## src/rtl/spiphy_mx.sv

```systemverilog
// Full-duplex SPI master PHY: variable frame length, per-frame CPOL/CPHA and bit order,
// CS_W chip selects with optional chip-select hold between frames.
module spiphy_mx #(
    parameter int DATA_W = 32,
    parameter int CS_W   = 4,
    parameter int DIV_W  = 12,
    localparam int LEN_W = $clog2(DATA_W),
    localparam int SEL_W = (CS_W > 1) ? $clog2(CS_W) : 1
) (
    input  logic              spiphy_clock_i,
    input  logic              spiphy_reset_ni,
    input  logic              spiphy_start_i,
    input  logic [LEN_W-1:0]  spiphy_len_i,
    input  logic              spiphy_cpol_i,
    input  logic              spiphy_cpha_i,
    input  logic              spiphy_lsb_first_i,
    input  logic [SEL_W-1:0]  spiphy_cs_sel_i,
    input  logic              spiphy_cs_hold_i,
    input  logic [DIV_W-1:0]  spiphy_clkdiv_i,
    input  logic [DATA_W-1:0] spiphy_tx_data_i,
    output logic              spiphy_busy_o,
    output logic              spiphy_done_o,
    output logic [DATA_W-1:0] spiphy_rx_data_o,
    output logic              sck_o,
    output logic [CS_W-1:0]   cs_n_o,
    output logic              mosi_o,
    input  logic              miso_i
);

    typedef enum logic [2:0] {
        S_IDLE,
        S_CSGAP,
        S_SETUP,
        S_XFER,
        S_HOLD
    } state_t;

    state_t              r_state;
    state_t              w_nextState;

    logic [1:0]          r_rstSync;
    logic                w_rstN;

    logic [DIV_W-1:0]    r_div;
    logic [DIV_W-1:0]    r_clkdiv;
    logic [LEN_W-1:0]    r_len;
    logic                r_cpol;
    logic                r_cpha;
    logic                r_lsb;
    logic [SEL_W-1:0]    r_csSel;
    logic                r_csHold;
    logic [DATA_W-1:0]   r_tx;
    logic [DATA_W-1:0]   r_rxShift;
    logic [DATA_W-1:0]   r_rxData;
    logic                r_done;
    logic                r_sck;
    logic                r_mosi;
    logic [CS_W-1:0]     r_csN;
    logic                r_holdActive;
    logic [LEN_W:0]      r_edge;

    logic                w_busy;
    logic                w_tick;
    logic                w_startAcc;
    logic                w_enterSetup;
    logic                w_xferTick;
    logic                w_holdDone;
    logic                w_lead;
    logic                w_sample;
    logic                w_shiftOut;
    logic [LEN_W-1:0]    w_shiftIdx;
    logic [LEN_W-1:0]    w_bitIdx;
    logic [LEN_W-1:0]    w_rxPos;
    logic                w_lastEdge;
    logic                w_gapNeeded;

    logic                w_cfgCpol;
    logic                w_cfgCpha;
    logic                w_cfgLsb;
    logic [LEN_W-1:0]    w_cfgLen;
    logic [SEL_W-1:0]    w_cfgSel;
    logic [DATA_W-1:0]   w_cfgTx;
    logic                w_firstBit;

    // k-th bit on the wire: MSB-first walks tx[len] down, LSB-first walks tx[0] up
    function automatic logic f_txBit(input logic [DATA_W-1:0] tx, input logic [LEN_W-1:0] len,
                                     input logic lsb, input logic [LEN_W-1:0] k);
        return lsb ? tx[k] : tx[len - k];
    endfunction

    function automatic logic [CS_W-1:0] f_csDecode(input logic [SEL_W-1:0] sel);
        logic [CS_W-1:0] csN;
        csN = '1;
        for (int i = 0; i < CS_W; i++) begin
            if (sel == SEL_W'(i)) csN[i] = 1'b0;
        end
        return csN;
    endfunction

    // Reset asserts asynchronously but is released two clocks later, aligned to the clock
    always_ff @(posedge spiphy_clock_i or negedge spiphy_reset_ni) begin
        if (!spiphy_reset_ni) r_rstSync <= 2'b00;
        else                  r_rstSync <= {r_rstSync[0], 1'b1};
    end
    assign w_rstN = r_rstSync[1];

    assign w_bitIdx    = r_edge[LEN_W:1];
    assign w_lastEdge  = (r_edge == {r_len, 1'b1});
    assign w_gapNeeded = r_holdActive && (spiphy_cs_sel_i != r_csSel);
    assign w_rxPos     = r_lsb ? w_bitIdx : (r_len - w_bitIdx);

    // Entering SETUP straight from IDLE must use the live inputs, since they latch on that same edge
    assign w_cfgCpol  = (r_state == S_IDLE) ? spiphy_cpol_i      : r_cpol;
    assign w_cfgCpha  = (r_state == S_IDLE) ? spiphy_cpha_i      : r_cpha;
    assign w_cfgLsb   = (r_state == S_IDLE) ? spiphy_lsb_first_i : r_lsb;
    assign w_cfgLen   = (r_state == S_IDLE) ? spiphy_len_i       : r_len;
    assign w_cfgSel   = (r_state == S_IDLE) ? spiphy_cs_sel_i    : r_csSel;
    assign w_cfgTx    = (r_state == S_IDLE) ? spiphy_tx_data_i   : r_tx;
    assign w_firstBit = f_txBit(w_cfgTx, w_cfgLen, w_cfgLsb, LEN_W'(0));

    always_ff @(posedge spiphy_clock_i or negedge w_rstN) begin
        if (!w_rstN) r_state <= S_IDLE;
        else         r_state <= w_nextState;
    end

    always_comb begin
        w_nextState = r_state;
        unique case (r_state)
            S_IDLE:  if (spiphy_start_i) w_nextState = w_gapNeeded ? S_CSGAP : S_SETUP;
            S_CSGAP: if (w_tick) w_nextState = S_SETUP;
            S_SETUP: if (w_tick) w_nextState = S_XFER;
            S_XFER:  if (w_tick && w_lastEdge) w_nextState = S_HOLD;
            S_HOLD:  if (w_tick) w_nextState = S_IDLE;
            default: w_nextState = S_IDLE;
        endcase
    end

    // Even edge indices are leading edges; CPHA picks which of the pair samples and which shifts
    always_comb begin
        w_busy       = (r_state != S_IDLE);
        w_tick       = w_busy && (r_div == r_clkdiv);
        w_startAcc   = (r_state == S_IDLE) && spiphy_start_i;
        w_enterSetup = (w_startAcc && !w_gapNeeded) || ((r_state == S_CSGAP) && w_tick);
        w_xferTick   = (r_state == S_XFER) && w_tick;
        w_holdDone   = (r_state == S_HOLD) && w_tick;
        w_lead       = ~r_edge[0];
        w_sample     = w_xferTick && (w_lead ^ r_cpha);
        w_shiftOut   = w_xferTick && (r_cpha ? w_lead : (!w_lead && !w_lastEdge));
        w_shiftIdx   = r_cpha ? w_bitIdx : (w_bitIdx + 1'b1);
    end

    always_ff @(posedge spiphy_clock_i or negedge w_rstN) begin
        if (!w_rstN) begin
            r_div        <= '0;
            r_clkdiv     <= '0;
            r_len        <= '0;
            r_cpol       <= 1'b0;
            r_cpha       <= 1'b0;
            r_lsb        <= 1'b0;
            r_csSel      <= '0;
            r_csHold     <= 1'b0;
            r_tx         <= '0;
            r_rxShift    <= '0;
            r_rxData     <= '0;
            r_done       <= 1'b0;
            r_sck        <= 1'b0;
            r_mosi       <= 1'b0;
            r_csN        <= '1;
            r_holdActive <= 1'b0;
            r_edge       <= '0;
        end else begin
            r_done <= 1'b0;

            if ((r_state == S_IDLE) || w_tick) r_div <= '0;
            else                               r_div <= r_div + 1'b1;

            if (w_startAcc) begin
                r_clkdiv  <= spiphy_clkdiv_i;
                r_len     <= spiphy_len_i;
                r_cpol    <= spiphy_cpol_i;
                r_cpha    <= spiphy_cpha_i;
                r_lsb     <= spiphy_lsb_first_i;
                r_csSel   <= spiphy_cs_sel_i;
                r_csHold  <= spiphy_cs_hold_i;
                r_tx      <= spiphy_tx_data_i;
                r_rxShift <= '0;
                r_edge    <= '0;
                if (w_gapNeeded) begin
                    r_csN        <= '1;
                    r_holdActive <= 1'b0;
                end
            end

            if (w_enterSetup) begin
                r_sck <= w_cfgCpol;
                r_csN <= f_csDecode(w_cfgSel);
                if (!w_cfgCpha) r_mosi <= w_firstBit;
            end

            if (w_xferTick) begin
                r_sck  <= ~r_sck;
                r_edge <= r_edge + 1'b1;
            end
            if (w_sample)   r_rxShift[w_rxPos] <= miso_i;
            if (w_shiftOut) r_mosi <= f_txBit(r_tx, r_len, r_lsb, w_shiftIdx);

            if (w_holdDone) begin
                r_done       <= 1'b1;
                r_rxData     <= r_rxShift;
                r_holdActive <= r_csHold;
                if (!r_csHold) r_csN <= '1;
            end
        end
    end

    assign spiphy_busy_o    = w_busy;
    assign spiphy_done_o    = r_done;
    assign spiphy_rx_data_o = r_rxData;
    assign sck_o            = r_sck;
    assign cs_n_o           = r_csN;
    assign mosi_o           = r_mosi;

endmodule

```

## config.mk

```make
export PLATFORM = sky130hd
export DESIGN_NAME = spiphy_mx
export DESIGN_NICKNAME = d
export VERILOG_FILES = /design/src/rtl/spiphy_mx.sv
export SDC_FILE = /design/constraint.sdc
export NUM_CORES = 1
export LEC_CHECK = 0
export CAP_MARGIN = 10
export CORE_UTILIZATION = 45
export CTS_CLUSTER_SIZE = 20
export DETAILED_ROUTE_END_ITERATION = 7
export PLACE_DENSITY = 0.67
export SYNTH_ARGS = -nofsm -noshare
export SYNTH_HDL_FRONTEND = slang
export SYNTH_SLANG_ARGS = --single-unit
```

## constraint.sdc

```tcl
create_clock -name spiphy_clock_i -period 5.4 [get_ports spiphy_clock_i]
set_input_delay 0.54 -clock spiphy_clock_i [delete_from_list [all_inputs] [get_ports spiphy_clock_i]]
set_output_delay 0.54 -clock spiphy_clock_i [all_outputs]
set_load 0.01 [all_outputs]
```

* After elaboration in Yosys (flattened, before gate mapping)
Cells that the tools add are included.
Storage, ports and cells: register bits 150, input bits 59, output and inout bits 40, logic and storage cells 125
Cells by class: add/sub/neg operators 5, $lt $le $gt $ge 5, equal/unequal tests 16, mux-type cells 50, bitwise gates (word level) 3, reduce and logical (&&, ||, !) cells 27
Operators with widths (count):
- 32-bit 2-to-1 mux | 3
- 32-bit bitwise mux | 1
- 5-bit by 6-bit < comparator with 1-bit output, second input constant | 4
- 1-bit 2-to-1 mux | 23
- 4-bit 2-to-1 mux | 5
- 1-bit binary-select mux with 5-bit select | 3
- 3-bit 2-to-1 mux | 5
- 5-bit 2-to-1 mux | 3
- 3-bit one-hot mux with 5 select lines | 1
- 12-bit by 1-bit adder with 12-bit output, second input constant | 1
- 12-bit == test | 1
- 1-bit logical AND | 12
- 12-bit 2-to-1 mux | 1
- 6-bit 2-to-1 mux | 2
- 2-bit != test, second input constant | 6
- 2-bit nonzero test | 5
- 5-bit subtractor | 2
- 6-bit by 1-bit adder with 6-bit output, second input constant | 1
- 3-bit by 2-bit == test with 1-bit output, second input constant | 2
- 6-bit == test | 1
- 5-bit by 1-bit adder with 5-bit output, second input constant | 1
- 1-bit demux with 5-bit select | 1
- 5-bit by 1-bit >= comparator with 1-bit output, second input constant | 1
- 5-bit AND reduction | 1
- 14 further kinds | 20

* Depth between registers and ports, before layout
depth after elaboration 8, depth in mapped cells 13, mapped depth without buffers 11

* Worst setup path before layout
No wires, ideal clock.
kind flip-flop to flip-flop, start point reg r_cpha, end point reg r_mosi (netlist: mosi_o), setup time 0.134 ns, data arrival time 3.083 ns, setup slack 2.183 ns, cell stages (with the launch flop) 14, buffers on the path 3, period minus slack after synthesis 3.217 ns, cells stage by stage dfrtp_1 -> buf_6 -> xnor2_1 -> buf_4 -> ha_1 -> inv_1 -> fa_1 -> buf_2 -> mux4_2 -> nand2_1 -> mux2_2 -> a21oi_1 -> a311oi_1 -> o22ai_1
On the way: word-level cells in the longest chain between the ends 6, elaborated cells between the ends (all ways) 14
Ends and longest elaborated chain:
- start, declared | RTL line 48 | logic r_cpha;
- start signal, assigned | RTL line 181 | r_cpha <= spiphy_cpha_i;
- 5-bit 2-to-1 mux | RTL line 149 | w_shiftIdx = r_cpha ? w_bitIdx : (w_bitIdx + 1'b1);
- 5-bit subtractor | RTL line 88 | return lsb ? tx[k] : tx[len - k];
- 1-bit binary-select mux with 5-bit select | RTL line 88
- 1-bit 2-to-1 mux (not written as such) | RTL line 88
- 1-bit 2-to-1 mux | RTL line 88
- 1-bit 2-to-1 mux | RTL line 205 | if (w_shiftOut) r_mosi <= f_txBit(r_tx, r_len, r_lsb, w_shiftIdx);
- end signal, assigned | RTL line 197 | if (!w_cfgCpha) r_mosi <= w_firstBit;
- end signal, assigned | RTL line 205
- end, declared | RTL line 57 | logic r_mosi;
Parallel ways exist; a longest one is shown, timed or not. The select of a mux whose other input is x is not followed. A chain may end at the register's enable or synchronous reset.

* Worst setup path in the final report
start point reg r_edge[2], end point reg r_mosi (netlist: mosi_o)
On the way: word-level cells in the longest chain between the ends 7, elaborated cells between the ends (all ways) 17
Ends and longest elaborated chain:
- start, declared | RTL line 60 | logic [LEN_W:0] r_edge;
- start signal, assigned | RTL line 202 | r_edge <= r_edge + 1'b1;
- 5-bit by 1-bit adder with 5-bit output or 6-bit == test (tied branches) | RTL line 149, 108
- 5-bit 2-to-1 mux or 1-bit logical NOT (tied branches) | RTL line 149, 148
- 5-bit subtractor or 1-bit logical AND (tied branches) | RTL line 88, 148
- 1-bit binary-select mux with 5-bit select or 1-bit 2-to-1 mux (tied branches) | RTL line 88, 148
- 1-bit 2-to-1 mux (not written as such) or 1-bit logical AND (tied branches) | RTL line 88, 148
- 1-bit 2-to-1 mux (tied with other cells) | RTL line 88
- 1-bit 2-to-1 mux or 2-bit AND reduction (tied branches)
Parallel ways exist; a longest one is shown, timed or not. The select of a mux whose other input is x is not followed.

==> reports/results.ini <==
[status]
status = complete, no violations

[route]
routed-wl-met2_mm = 8.66
finalWirelength_mm = 18.4
met3_length_um = 793
met1_length_mm = 8.72
avgRoutedWirePerCell_um = 15.7
via_count = 6352
top_layer = met4
ant_nets = 0
dr.pass1.iters = 5
drc = 0
drt-initial-drc-count = 336
viasPerCell = 5.42

[finish]
multi_input_area_um2 = 4140
drive_gt1_frac = 0.0962
fin_cells = 1171
num_antenna_cells = 0
regArea_um2 = 3760
fillers = 1609
area_growth_pct = 20.9
nNetsFinal = 1005
finalInstanceArea_um2 = 9880

[floorplan]
start_util = 0.466
core-area_um2 = 17500
die_h_um = 137
die_area_um2 = 18700
rows = 48
ios = 99
die_w_um = 137

[power_and_ir_drop]
clkPwrFrac = 0.225
power_frac_seq = 0.353
power_frac_comb = 0.421
p_leak_nw = 4.60
intPower_w = 0.00333
swShare = 0.387
irDropWorstVdd_uv = 273
p_per_area_nw_per_um2 = 550
p_switching_w = 0.00210
power_w = 0.00543

[yosys]
synthArstFlopShare = 1.00
synthCells = 860
synth_nets = 932
yosys.cell_types.count = 59
yosysSeqAreaShare = 0.460
synth_area_um2 = 8170
synthFlopType = dfrtp_1
avgSynthCellArea_um2 = 9.50
synth-warning-count = 0
synth_edf_count = 0
synth-seq-cells = 150

[timing]
worst_pin_slew_ps = 914
hold_viol_final = 0
slew_headroom = 0.387
post-route-min-period_ps = 3470
holdWs_ps = 270
fin_skew_ps = 13.0
rsz0062_at_grt = false
setup_violations = 0
fin_crit_sh = 0.643
maxSlewViolCount = 0
max_freq_ghz = 0.288
finalSetupTns_ps = 0

[place]
placed_cell_area_um2 = 9270
io_buffers = 98
dp_cells = 1139
place_congestion = 0.870
hpwl_mm = 12.6

[clock_tree]
cts_root_buf = clkbuf_16
postCtsSetupRepairBufs = 0
ctsHoldBuffers = 0
cts_buffer_depth = 2
htreeDepth = 4
cts_buffers = 17
clock_latency_ps = 430
cts_resized = 0
cts_tree = built
clock_sinks = 150
path_clk_slew_ps = 70

[critical_path]
worstPathArrival_ps = 3770
rr_worst_depth = 8
cp-end-kind = flop
required_ps = 5700
worstSetupPathType = reg2reg
cp-start-kind = flop
cp_max_fo = 9
rrSetupSlack_ps = 1930

[grt]
globalRouteOverflowTotal = 0
track_usage = 0.213
grt_pass1_vias = 6176
grt_max_degree = 64
antenna_found_initial = 0
grt_pass1_wl_mm = 31.1

[job]
cap_viol_max_count = 0

[hold_path]
hold_class = in2async

-- power groups by stage --
stage | sequential [W] | clock (W) | combinational [W]
floorplan | 0.00173 | 0 | 0.00196
global placement | 0.00192 | 0 | 0.00223
detailed placement | 0.00193 | 0 | 0.00229
CTS | 0.00192 | 0.00125 | 0.00230
global route | 0.00198 | 0.00129 | 0.00253
finish | 0.00192 | 0.00122 | 0.00229
-- synthesized netlist by cell type (all sizes together), types with 4 or more instances --
cell type | instances | share of area
a211oi | 7 | 0.0070
a21oi | 11 | 0.0067
and3 | 6 | 0.0046
buf | 16 | 0.011
clkbuf | 35 | 0.016
dfrtp | 146 | 0.45
dfstp | 4 | 0.013
ha | 11 | 0.017
inv | 15 | 0.0069
mux2 | 7 | 0.0097
mux2i | 40 | 0.049
mux4 | 28 | 0.079
nand2 | 320 | 0.15
nand3 | 14 | 0.0092
nand3b | 5 | 0.0046
nand4 | 11 | 0.0084
nor2 | 23 | 0.011
nor3 | 6 | 0.0037
nor3b | 5 | 0.0046
nor4 | 11 | 0.015
o211ai | 19 | 0.017
o21ai | 17 | 0.010
o31ai | 21 | 0.019
or3 | 6 | 0.0052
xnor2 | 16 | 0.017
xor2 | 22 | 0.024
-- registers in the layout, indices dropped and copies added (netlist names) --
signal	count
r_rstSync	2
r_cpha	1
r_csSel	2
r_rxShift	32
r_lsb	1
r_csHold	1
mosi_o	1
r_holdActive	1
r_edge	6
spiphy_rx_data_o	32
r_tx	32
spiphy_done_o	1
r_cpol	1
r_div	12
sck_o	1
cs_n_o	4
r_state	3
r_clkdiv	12
r_len	5
-- placed cells by master (no fill, tap or decap), types with 13 or more instances in the layout --
master	instances
mux4_2	25
mux2i_1	39
o31ai_1	21
nand3_1	13
nor2_1	23
o21ai_0	16
xor2_1	22
dfrtp_1	145
xnor2_1	16
clkbuf_16	17
clkdlybuf4s50_1	98
nand2_1	319
inv_1	14
o211ai_1	19
-- worst paths after layout --
path,to,start
worst min-delay path,r_rstSync[1]$_DFF_PN0_,spiphy_reset_ni
worst max-delay path,mosi_o$_DFFE_PN0P_,r_edge[2]$_DFFE_PN0P_
min in group spiphy_clock_i,r_rstSync[1]$_DFF_PN0_,r_rstSync[0]$_DFF_PN0_
worst max register to register,mosi_o$_DFFE_PN0P_,r_edge[2]$_DFFE_PN0P_
max in group asynchronous,r_rxShift[28]$_DFF_PN0_,r_rstSync[1]$_DFF_PN0_
worst min register to register,r_rstSync[1]$_DFF_PN0_,r_rstSync[0]$_DFF_PN0_
-- cell type report --
type,count,area share
inverter,16,0.00608
timing repair buffer,105,0.105
clock inverter,15,0.0180
multi-input combinational,643,0.419
sequential,150,0.381
clock buffer,17,0.0431
tap,225,0.0285
-- critical path: stages, from the launching register on --
cell and delay, ps:
dfrtp_1 480, ha_1 320, mux2i_2 590, fa_1 750
mux4_2 530, mux2i_1 170, nand2_1 70, a311oi_1 290
o22ai_1 130
-- per-layer routing --
layer / track usage / vias up
met4: 0.0691 / 0
met1: 0.287 / 3064
met3: 0.0374 / 15
met5: 0 / -
met2: 0.348 / 169
li1: - / 3104
-- logic make-up (layout without fill, tap and decap cells) --
logic type               count (synthesis)  count (layout)  synth area share
buffers and inverters                   67             153            0.0346
AND/OR/NAND/NOR                        421             421             0.225
adder cells (fa/ha/maj)                 13              13            0.0218
multiplexers                            75              75             0.138
other                                    1               1          0.000459
AO/OA/AOI/OAI                           95              95            0.0797
flip-flops                             150             150             0.460
XOR/XNOR                                38              38            0.0407
-- through the flow --
stage | utilization | setup slack (ps)
6_report | 0.563 | 1930
5_1_grt | 0.563 | 1730
4_1_cts | 0.563 | 1910
3_5_place_dp | 0.529 | 1900
3_3_place_gp | 0.529 | 2030
2_1_floorplan | - | 918
Power figures use the tool's default switching activity.
